<file path="src/rtl/tm11_pkg.sv">
// Shared definitions for the TM11 tape-controller NPR DMA engine.
package tm11_pkg;

    localparam int FIFO_DEPTH = 4;
    localparam int BURST_MAX  = 4;

    localparam logic [1:0] DATI = 2'b00;
    localparam logic [1:0] DATO = 2'b10;

    typedef enum logic [2:0] {
        ST_IDLE,
        ST_REQ,
        ST_ACK,
        ST_MASTER,
        ST_DESKEW,
        ST_MSYN,
        ST_TAIL,
        ST_RELEASE
    } state_t;

    // Negative byte count steps toward zero; a lone odd byte still costs a whole word.
    function automatic logic [15:0] brc_step(input logic [15:0] brc);
        return (brc >= 16'hFFFE) ? 16'h0000 : brc + 16'd2;
    endfunction

endpackage

</file>
<file path="src/rtl/tm11_fifo.sv">
// Small synchronous FIFO with valid/ready handshakes on both sides.
module tm11_fifo #(
    parameter int DEPTH = 4,
    parameter int W     = 16
) (
    input  logic         i_clk,
    input  logic         i_rst,
    input  logic         i_wr_valid,
    input  logic [W-1:0] i_wr_data,
    output logic         o_wr_ready,
    output logic         o_rd_valid,
    output logic [W-1:0] o_rd_data,
    input  logic         i_rd_ready
);

    localparam int AW = (DEPTH > 1) ? $clog2(DEPTH) : 1;
    localparam int CW = $clog2(DEPTH + 1);

    logic [W-1:0]  r_mem [DEPTH];
    logic [AW-1:0] r_wp;
    logic [AW-1:0] r_rp;
    logic [CW-1:0] r_cnt;
    logic          w_wr;
    logic          w_rd;

    assign o_wr_ready = (r_cnt != CW'(DEPTH));
    assign o_rd_valid = (r_cnt != '0);
    assign o_rd_data  = r_mem[r_rp];
    assign w_wr       = i_wr_valid && o_wr_ready;
    assign w_rd       = o_rd_valid && i_rd_ready;

    always_ff @(posedge i_clk) begin
        if (w_wr) begin
            r_mem[r_wp] <= i_wr_data;
        end
    end

    always_ff @(posedge i_clk or posedge i_rst) begin
        if (i_rst) begin
            r_wp  <= '0;
            r_rp  <= '0;
            r_cnt <= '0;
        end else begin
            if (w_wr) begin
                r_wp <= (r_wp == AW'(DEPTH - 1)) ? '0 : r_wp + 1'b1;
            end
            if (w_rd) begin
                r_rp <= (r_rp == AW'(DEPTH - 1)) ? '0 : r_rp + 1'b1;
            end
            case ({w_wr, w_rd})
                2'b10:   r_cnt <= r_cnt + 1'b1;
                2'b01:   r_cnt <= r_cnt - 1'b1;
                default: r_cnt <= r_cnt;
            endcase
        end
    end

endmodule

</file>
<file path="src/rtl/tm11_dma.sv">
// TM11 Unibus NPR DMA master: arbitrates, moves words between memory and the ARM FIFOs.
// Define TM11_DMA_BURST_EN to keep the bus for up to BURST_MAX words per grant.
module tm11_dma
    import tm11_pkg::*;
#(
    parameter int TIMEOUT = 1000,
    parameter int DESKEW  = 15
) (
    input  logic        CLOCK,
    input  logic        RESET,
    input  logic        start,
    input  logic        dato,
    input  logic [17:0] cma_in,
    input  logic [15:0] brc_in,
    output logic [17:0] cma_out,
    output logic [15:0] brc_out,
    output logic        busy,
    output logic        done,
    output logic        nxm,
    input  logic        fw_valid,
    input  logic [15:0] fw_data,
    output logic        fw_ready,
    output logic        fr_valid,
    output logic [15:0] fr_data,
    input  logic        fr_ready,
    output logic        npr_out_h,
    input  logic        npg_in_h,
    output logic        sack_out_h,
    output logic        bbsy_out_h,
    output logic [17:0] a_out_h,
    output logic [1:0]  c_out_h,
    output logic [15:0] d_out_h,
    output logic        msyn_out_h,
    input  logic        ssyn_in_h,
    input  logic [15:0] d_in_h
);

    localparam int TMR_MAX = (TIMEOUT > DESKEW) ? TIMEOUT : DESKEW;
    localparam int TW      = $clog2(TMR_MAX + 1);

    // states: IDLE wait start | REQ npr | ACK sack | MASTER bbsy, wait FIFO |
    //         DESKEW settle a/c/d | MSYN wait ssyn | TAIL wait ssyn drop | RELEASE drop bus
    state_t        r_state;
    state_t        w_next;

    logic          r_live;
    logic          r_dato;
    logic [17:0]   r_cma;
    logic [15:0]   r_brc;
    logic [15:0]   r_d;
    logic [TW-1:0] r_tmr;
    logic          r_nxm;
    logic          r_done;

    logic          w_accept;
    logic          w_latch;
    logic          w_load_to;
    logic          w_pop;
    logic          w_push;
    logic          w_adv;
    logic          w_nxm_set;
    logic          w_done_set;
    logic          w_burst_ok;
    logic          w_drive;
    logic [15:0]   w_brc_next;

    logic          w_fw_in_valid;
    logic          w_fw_wr_ready;
    logic          w_fw_avail;
    logic [15:0]   w_fw_head;
    logic          w_fr_space;
    logic          w_fr_valid;
    logic [15:0]   w_fr_head;
    logic          w_fifo_ok;

    assign w_fw_in_valid = fw_valid && r_live;

    tm11_fifo #(
        .DEPTH (FIFO_DEPTH),
        .W     (16)
    ) u_fw (
        .i_clk      (CLOCK),
        .i_rst      (RESET),
        .i_wr_valid (w_fw_in_valid),
        .i_wr_data  (fw_data),
        .o_wr_ready (w_fw_wr_ready),
        .o_rd_valid (w_fw_avail),
        .o_rd_data  (w_fw_head),
        .i_rd_ready (w_pop)
    );

    tm11_fifo #(
        .DEPTH (FIFO_DEPTH),
        .W     (16)
    ) u_fr (
        .i_clk      (CLOCK),
        .i_rst      (RESET),
        .i_wr_valid (w_push),
        .i_wr_data  (d_in_h),
        .o_wr_ready (w_fr_space),
        .o_rd_valid (w_fr_valid),
        .o_rd_data  (w_fr_head),
        .i_rd_ready (fr_ready)
    );

    assign w_fifo_ok  = r_dato ? w_fw_avail : w_fr_space;
    assign w_brc_next = brc_step(r_brc);

`ifdef TM11_DMA_BURST_EN
    logic [1:0] r_words;

    assign w_burst_ok = (r_words < 2'(BURST_MAX - 1)) && w_fifo_ok;

    always_ff @(posedge CLOCK or posedge RESET) begin
        if (RESET) begin
            r_words <= '0;
        end else if (r_state == ST_ACK && w_next == ST_MASTER) begin
            r_words <= '0;
        end else if (w_adv) begin
            r_words <= r_words + 1'b1;
        end
    end
`else
    assign w_burst_ok = 1'b0;
`endif

    always_ff @(posedge CLOCK or posedge RESET) begin
        if (RESET) begin
            r_state <= ST_IDLE;
        end else begin
            r_state <= w_next;
        end
    end

    always_comb begin
        w_next     = r_state;
        w_accept   = 1'b0;
        w_latch    = 1'b0;
        w_load_to  = 1'b0;
        w_pop      = 1'b0;
        w_push     = 1'b0;
        w_adv      = 1'b0;
        w_nxm_set  = 1'b0;
        w_done_set = 1'b0;
        case (r_state)
            ST_IDLE: begin
                if (start) begin
                    w_accept = 1'b1;
                    if (brc_in == 16'h0000) begin
                        w_done_set = 1'b1;
                    end else begin
                        w_next = ST_REQ;
                    end
                end
            end
            ST_REQ: begin
                if (npg_in_h) begin
                    w_next = ST_ACK;
                end
            end
            ST_ACK: begin
                if (!npg_in_h && !ssyn_in_h) begin
                    w_next = ST_MASTER;
                end
            end
            ST_MASTER: begin
                if (w_fifo_ok) begin
                    w_latch = 1'b1;
                    w_next  = ST_DESKEW;
                end
            end
            ST_DESKEW: begin
                if (r_tmr == '0) begin
                    w_load_to = 1'b1;
                    w_next    = ST_MSYN;
                end
            end
            ST_MSYN: begin
                if (ssyn_in_h) begin
                    w_pop  = r_dato;
                    w_push = !r_dato;
                    w_next = ST_TAIL;
                end else if (r_tmr == '0) begin
                    w_nxm_set = 1'b1;
                    w_next    = ST_RELEASE;
                end
            end
            ST_TAIL: begin
                if (!ssyn_in_h) begin
                    w_adv = 1'b1;
                    if (w_brc_next != 16'h0000 && w_burst_ok) begin
                        w_next = ST_MASTER;
                    end else begin
                        w_next = ST_RELEASE;
                    end
                end
            end
            ST_RELEASE: begin
                if (r_brc == 16'h0000 || r_nxm) begin
                    w_done_set = 1'b1;
                    w_next     = ST_IDLE;
                end else begin
                    w_next = ST_REQ;
                end
            end
            default: w_next = ST_IDLE;
        endcase
    end

    always_ff @(posedge CLOCK or posedge RESET) begin
        if (RESET) begin
            r_live <= 1'b0;
            r_dato <= 1'b0;
            r_cma  <= '0;
            r_brc  <= '0;
            r_d    <= '0;
            r_tmr  <= '0;
            r_nxm  <= 1'b0;
            r_done <= 1'b0;
        end else begin
            r_live <= 1'b1;
            r_done <= w_done_set;
            if (w_accept) begin
                r_cma  <= cma_in & ~18'd1;
                r_brc  <= brc_in;
                r_dato <= dato;
                r_nxm  <= 1'b0;
            end
            if (w_latch) begin
                r_d   <= r_dato ? w_fw_head : 16'h0000;
                r_tmr <= TW'(DESKEW - 1);
            end else if (w_load_to) begin
                r_tmr <= TW'(TIMEOUT - 1);
            end else if (r_tmr != '0 && (r_state == ST_DESKEW || r_state == ST_MSYN)) begin
                r_tmr <= r_tmr - 1'b1;
            end
            if (w_nxm_set) begin
                r_nxm <= 1'b1;
            end
            if (w_adv) begin
                r_cma <= r_cma + 18'd2;
                r_brc <= w_brc_next;
            end
            if (r_state == ST_RELEASE) begin
                r_d <= '0;
            end
        end
    end

    // Bus lines are decoded from state so reset clears them without waiting for an edge.
    assign w_drive    = (r_state == ST_DESKEW) || (r_state == ST_MSYN) || (r_state == ST_TAIL);
    assign npr_out_h  = (r_state == ST_REQ);
    assign sack_out_h = (r_state == ST_ACK);
    assign bbsy_out_h = (r_state == ST_MASTER) || w_drive;
    assign msyn_out_h = (r_state == ST_MSYN);
    assign a_out_h    = w_drive ? r_cma : 18'd0;
    assign c_out_h    = w_drive ? (r_dato ? DATO : DATI) : 2'b00;
    assign d_out_h    = (w_drive && r_dato) ? r_d : 16'h0000;

    assign busy     = (r_state != ST_IDLE);
    assign done     = r_done;
    assign nxm      = r_nxm;
    assign cma_out  = r_cma;
    assign brc_out  = r_brc;
    assign fw_ready = w_fw_wr_ready && r_live;
    assign fr_valid = w_fr_valid;
    assign fr_data  = w_fr_valid ? w_fr_head : 16'h0000;

endmodule

</file>
<file path="config.mk">
export PLATFORM = sky130hd
export DESIGN_NAME = tm11_dma
export DESIGN_NICKNAME = d
export VERILOG_FILES = /design/src/rtl/tm11_pkg.sv /design/src/rtl/tm11_fifo.sv /design/src/rtl/tm11_dma.sv
export SDC_FILE = /design/constraint.sdc
export NUM_CORES = 1
export LEC_CHECK = 0
export CAP_MARGIN = 20
export CORE_MARGIN = 3
export CORE_UTILIZATION = 30
export CTS_CLUSTER_SIZE = 10
export DETAILED_ROUTE_END_ITERATION = 8
export HOLD_SLACK_MARGIN = 0.05
export PLACE_DENSITY = 0.61
export SLEW_MARGIN = 20
export SYNTH_ARGS = -nofsm -noshare
export SYNTH_HDL_FRONTEND = slang
export SYNTH_SLANG_ARGS = --single-unit
</file>
<file path="constraint.sdc">
create_clock -name CLOCK -period 7.15 [get_ports CLOCK]
set_input_delay 1.43 -clock CLOCK [delete_from_list [all_inputs] [get_ports CLOCK]]
set_output_delay 1.43 -clock CLOCK [all_outputs]
set_load 0.02 [all_outputs]
</file>
==> out/qor.yml <==
run_status:
  run_status: "finished, final reports clean"
drt:
  drc: 0
  firstDrtPassIters: 6
  wl_per_cell_um: 17.4
  wirelength_mm: 22.6
  vias: 6431
  drtAntennaViolNets: 0
  initialDrtViolationCount: 367
  avgViaCountPerCell: 4.95
timing:
  finalMaxSlewViolations: 0
  max_slew_margin_pct: 39.8
  setup_ws_ps: 2620
  timing.fmax_mhz: 221
  tightest_slew_ps: 903
  fin_crit_sh_pct: 63.4
  setup_viol: 0
  rsz0062_at_grt: "false"
  tns_ps: 0
  fin_skew_ps: 9.53
  fin_crit_ps: 4530
  hold_viol: 0
synth:
  synth-xor-area-share_pct: 1.20
  synthArstFlopShare_pct: 38.5
  synth_compound_area_share_pct: 7.90
  ys_types: 61
  synthSimpleGateAreaFrac_pct: 14.1
  synth_ff_type: "edfxtp_1"
  ys_seq_area_share_pct: 61.4
  synth_adder_area_share_pct: 2.92
  synth_edf_count: 128
  synth_mux_area_share_pct: 8.93
  synth_area_um2: 9510
  syn_inst: 718
  synth-seq-cells: 208
  avgSynthCellArea_um2: 13.3
  yosysWarnings: 0
  synth_top_family_by_area: "simple AND/OR/NAND/NOR gates"
grt:
  grt_max_degree: 47
  grt_antenna_before_repair: 0
  grt_first_pass_wirelength_mm: 35.8
  grt_pass1_vias: 6517
  grt_usage_pct: 13.1
  grt_overflow: 0
floorplanning:
  start_util_pct: 30.8
  die_w_um: 184
  rows: 64
  ios: 169
  die_y_um: 184
  dieArea_um2: 33900
  coreArea_um2: 30900
setup_path:
  crit_chain: "inv_1 > ha_1 > o31a_1 > buf_4 > and3_1 > clkdlybuf4s50_1"
  slowest_delay_ps: 620
  r2r-start: "r_state[1]"
  critPathCapture: "d_out_h[14]"
  worstSetupPathDepth: 6
  worstRegToRegCells: 6
  path_class: "reg -> out"
  crit_fanout: 19
  cp.arrival_ps: 3100
  end_kind: "primary output"
  cp.required_ps: 5720
  crit_family: "buffers and inverters"
  r2r-end: "u_fr.r_mem[0][15]"
  crit_slowest_cell: "clkdlybuf4s50_1"
  worst-path-buf-inv: 3
  cp-start-kind: "register"
  crit_start: "r_state[0]"
  ff2ff_setup_slack_ps: 4160
placement:
  hpwl_mm: 15.3
  dpl_cell_area_um2: 11600
  place.gp.congestion: 0.782
  io_buffers: 164
  place_ws_ps: 3070
final_layout:
  nets: 979
  final_util_pct: 39.9
  area_delta_synth_final_pct: 29.7
  n_antenna_cell: 0
  num-fill-cells: 2913
  drive_above_1_share_pct: 9.85
  multiInputGateArea_um2: 3350
  final_area_um2: 12300
  regArea_um2: 5850
clocking:
  clock_sinks: 208
  cts.repair.resized: 0
  postCtsSetupRepairBufs: 0
  path_clk_slew_ps: 60
  insertion_delay_ps: 520
  holdBufCountCts: 0
  cts_max_level: 1
  cts_tree: "done"
  cts_max_path_buffers: 3
  numCtsBuffers: 26
  cts_root_buf: "clkbuf_16"
pwr:
  p_leak_nw: 4.62
  switching_share_pct: 35.1
  power_frac_comb_pct: 36.3
  power_density_nw_per_um2: 385
  p_switching_mw: 1.67
  power_frac_seq_pct: 38.5
  p_int_mw: 3.08
  finalPower_mw: 4.75
  clkPwrFrac_pct: 25.2
  ir_drop_mv: 0.182
worst_hold_path:
  hold_path_class: "reg -> reg"
run:
  cap_violations: 0
layer usage:
layer | share of wire, % | GRT usage, % | wire [um] | vias up
met5 | 0 | 0 | 0 | -
met4 | 1.7 | 2.93 | 379 | 0
met3 | 5.8 | 2.61 | 1310 | 30
met2 | 49 | 22.5 | 11100 | 201
met1 | 43 | 17.2 | 9810 | 3175
li1 | - | - | - | 3025
area by class of cell:
type / instances / share of cell area (%)
Sequential cell: 208 / 47.4
Multi-Input combinational cell: 433 / 27.2
Timing Repair Buffer: 171 / 13.8
Clock buffer: 42 / 5.76
Tap cell: 396 / 4.02
Inverter: 44 / 1.35
Clock inverter: 6 / 0.538
synth_stat cells, drive strengths merged, types with 7 or more instances:
master  number  area, um^2
o21ai       35         175
and2        41         257
buf         14        81.3
mux2         7        78.8
nand2       63         236
clkbuf      21        78.8
and3        26         163
inv         44         165
nor4        17         158
a221o       10         100
edfxtp     128        3840
ha          19         238
mux4        32         721
dfrtp       80        2000
xor2         7        61.3
nor2        28         110
or3          7        43.8
nor3        13        65.1
nand3       22         110
o211ai      11        82.6
sequential cells by signal, indices dropped and copies added, names as in the netlist:
signal      flops
brc_out        16
u_fw.r_cnt      3
u_fr.r_rp       2
u_fr.r_cnt      3
u_fr.r_mem     64
u_fw.r_rp       2
u_fw.r_wp       2
r_state         3
nxm             1
u_fr.r_wp       2
cma_out        17
r_tmr          10
r_d            16
done            1
r_dato          1
r_live          1
u_fw.r_mem     64
tightest hold or removal path, delay by kind of cell, from the launching register on:
family          cells  cell delay, ps
flops               1             330
compound gates      1              60
simple gates        1              40
logic make-up after synthesis:
group,Yosys count
AO/OA/AOI/OAI,106
XOR/XNOR,13
adder cells (fa/ha/maj),21
buffers and inverters,79
flip-flops,208
multiplexers,44
other,2
AND/OR/NAND/NOR,245
how the worst min path moves through the flow:
| stage | from | to | slack [ps] | cells after the start |
|---|---|---|---|---|
| 2_1_floorplan | r_d[0] | r_d[0] | 440 | 2 |
| 3_3_place_gp | r_d[2] | r_d[2] | 450 | 2 |
| 3_5_place_dp | r_d[4] | r_d[4] | 460 | 2 |
| 4_1_cts | r_d[4] | r_d[4] | 480 | 2 |
| 5_1_grt | r_d[8] | r_d[8] | 490 | 2 |
| 6_report | r_d[8] | r_d[8] | 470 | 2 |
cell usage in the layout, fill, tap and decap left out, types with 16 or more instances in the layout:
cell type,n
and2_1,41
and3_1,26
clkbuf_1,16
clkbuf_16,26
clkdlybuf4s50_1,164
dfrtp_1,80
edfxtp_1,128
ha_1,19
inv_1,43
mux4_2,32
nand2_1,63
nand3_1,22
nor2_1,26
o21ai_0,32
power by group through the flow:
stage / combinational (mW) / clock (mW) / sequential (mW)
5_1_grt: 1.89 / 1.29 / 1.87
4_1_cts: 1.76 / 1.24 / 1.83
2_1_floorplan: 1.06 / 0 / 1.81
6_report: 1.72 / 1.20 / 1.83
3_3_place_gp: 1.70 / 0 / 1.86
3_5_place_dp: 1.75 / 0 / 1.85
through the flow:
stage	hold slack (ps)	std cells
3_5_place_dp	463	1252
6_report	471	1300
2_1_floorplan	442	720
5_1_grt	488	1300
4_1_cts	476	1300
3_3_place_gp	454	1251
Note: power is estimated with default switching activity, not from simulation.
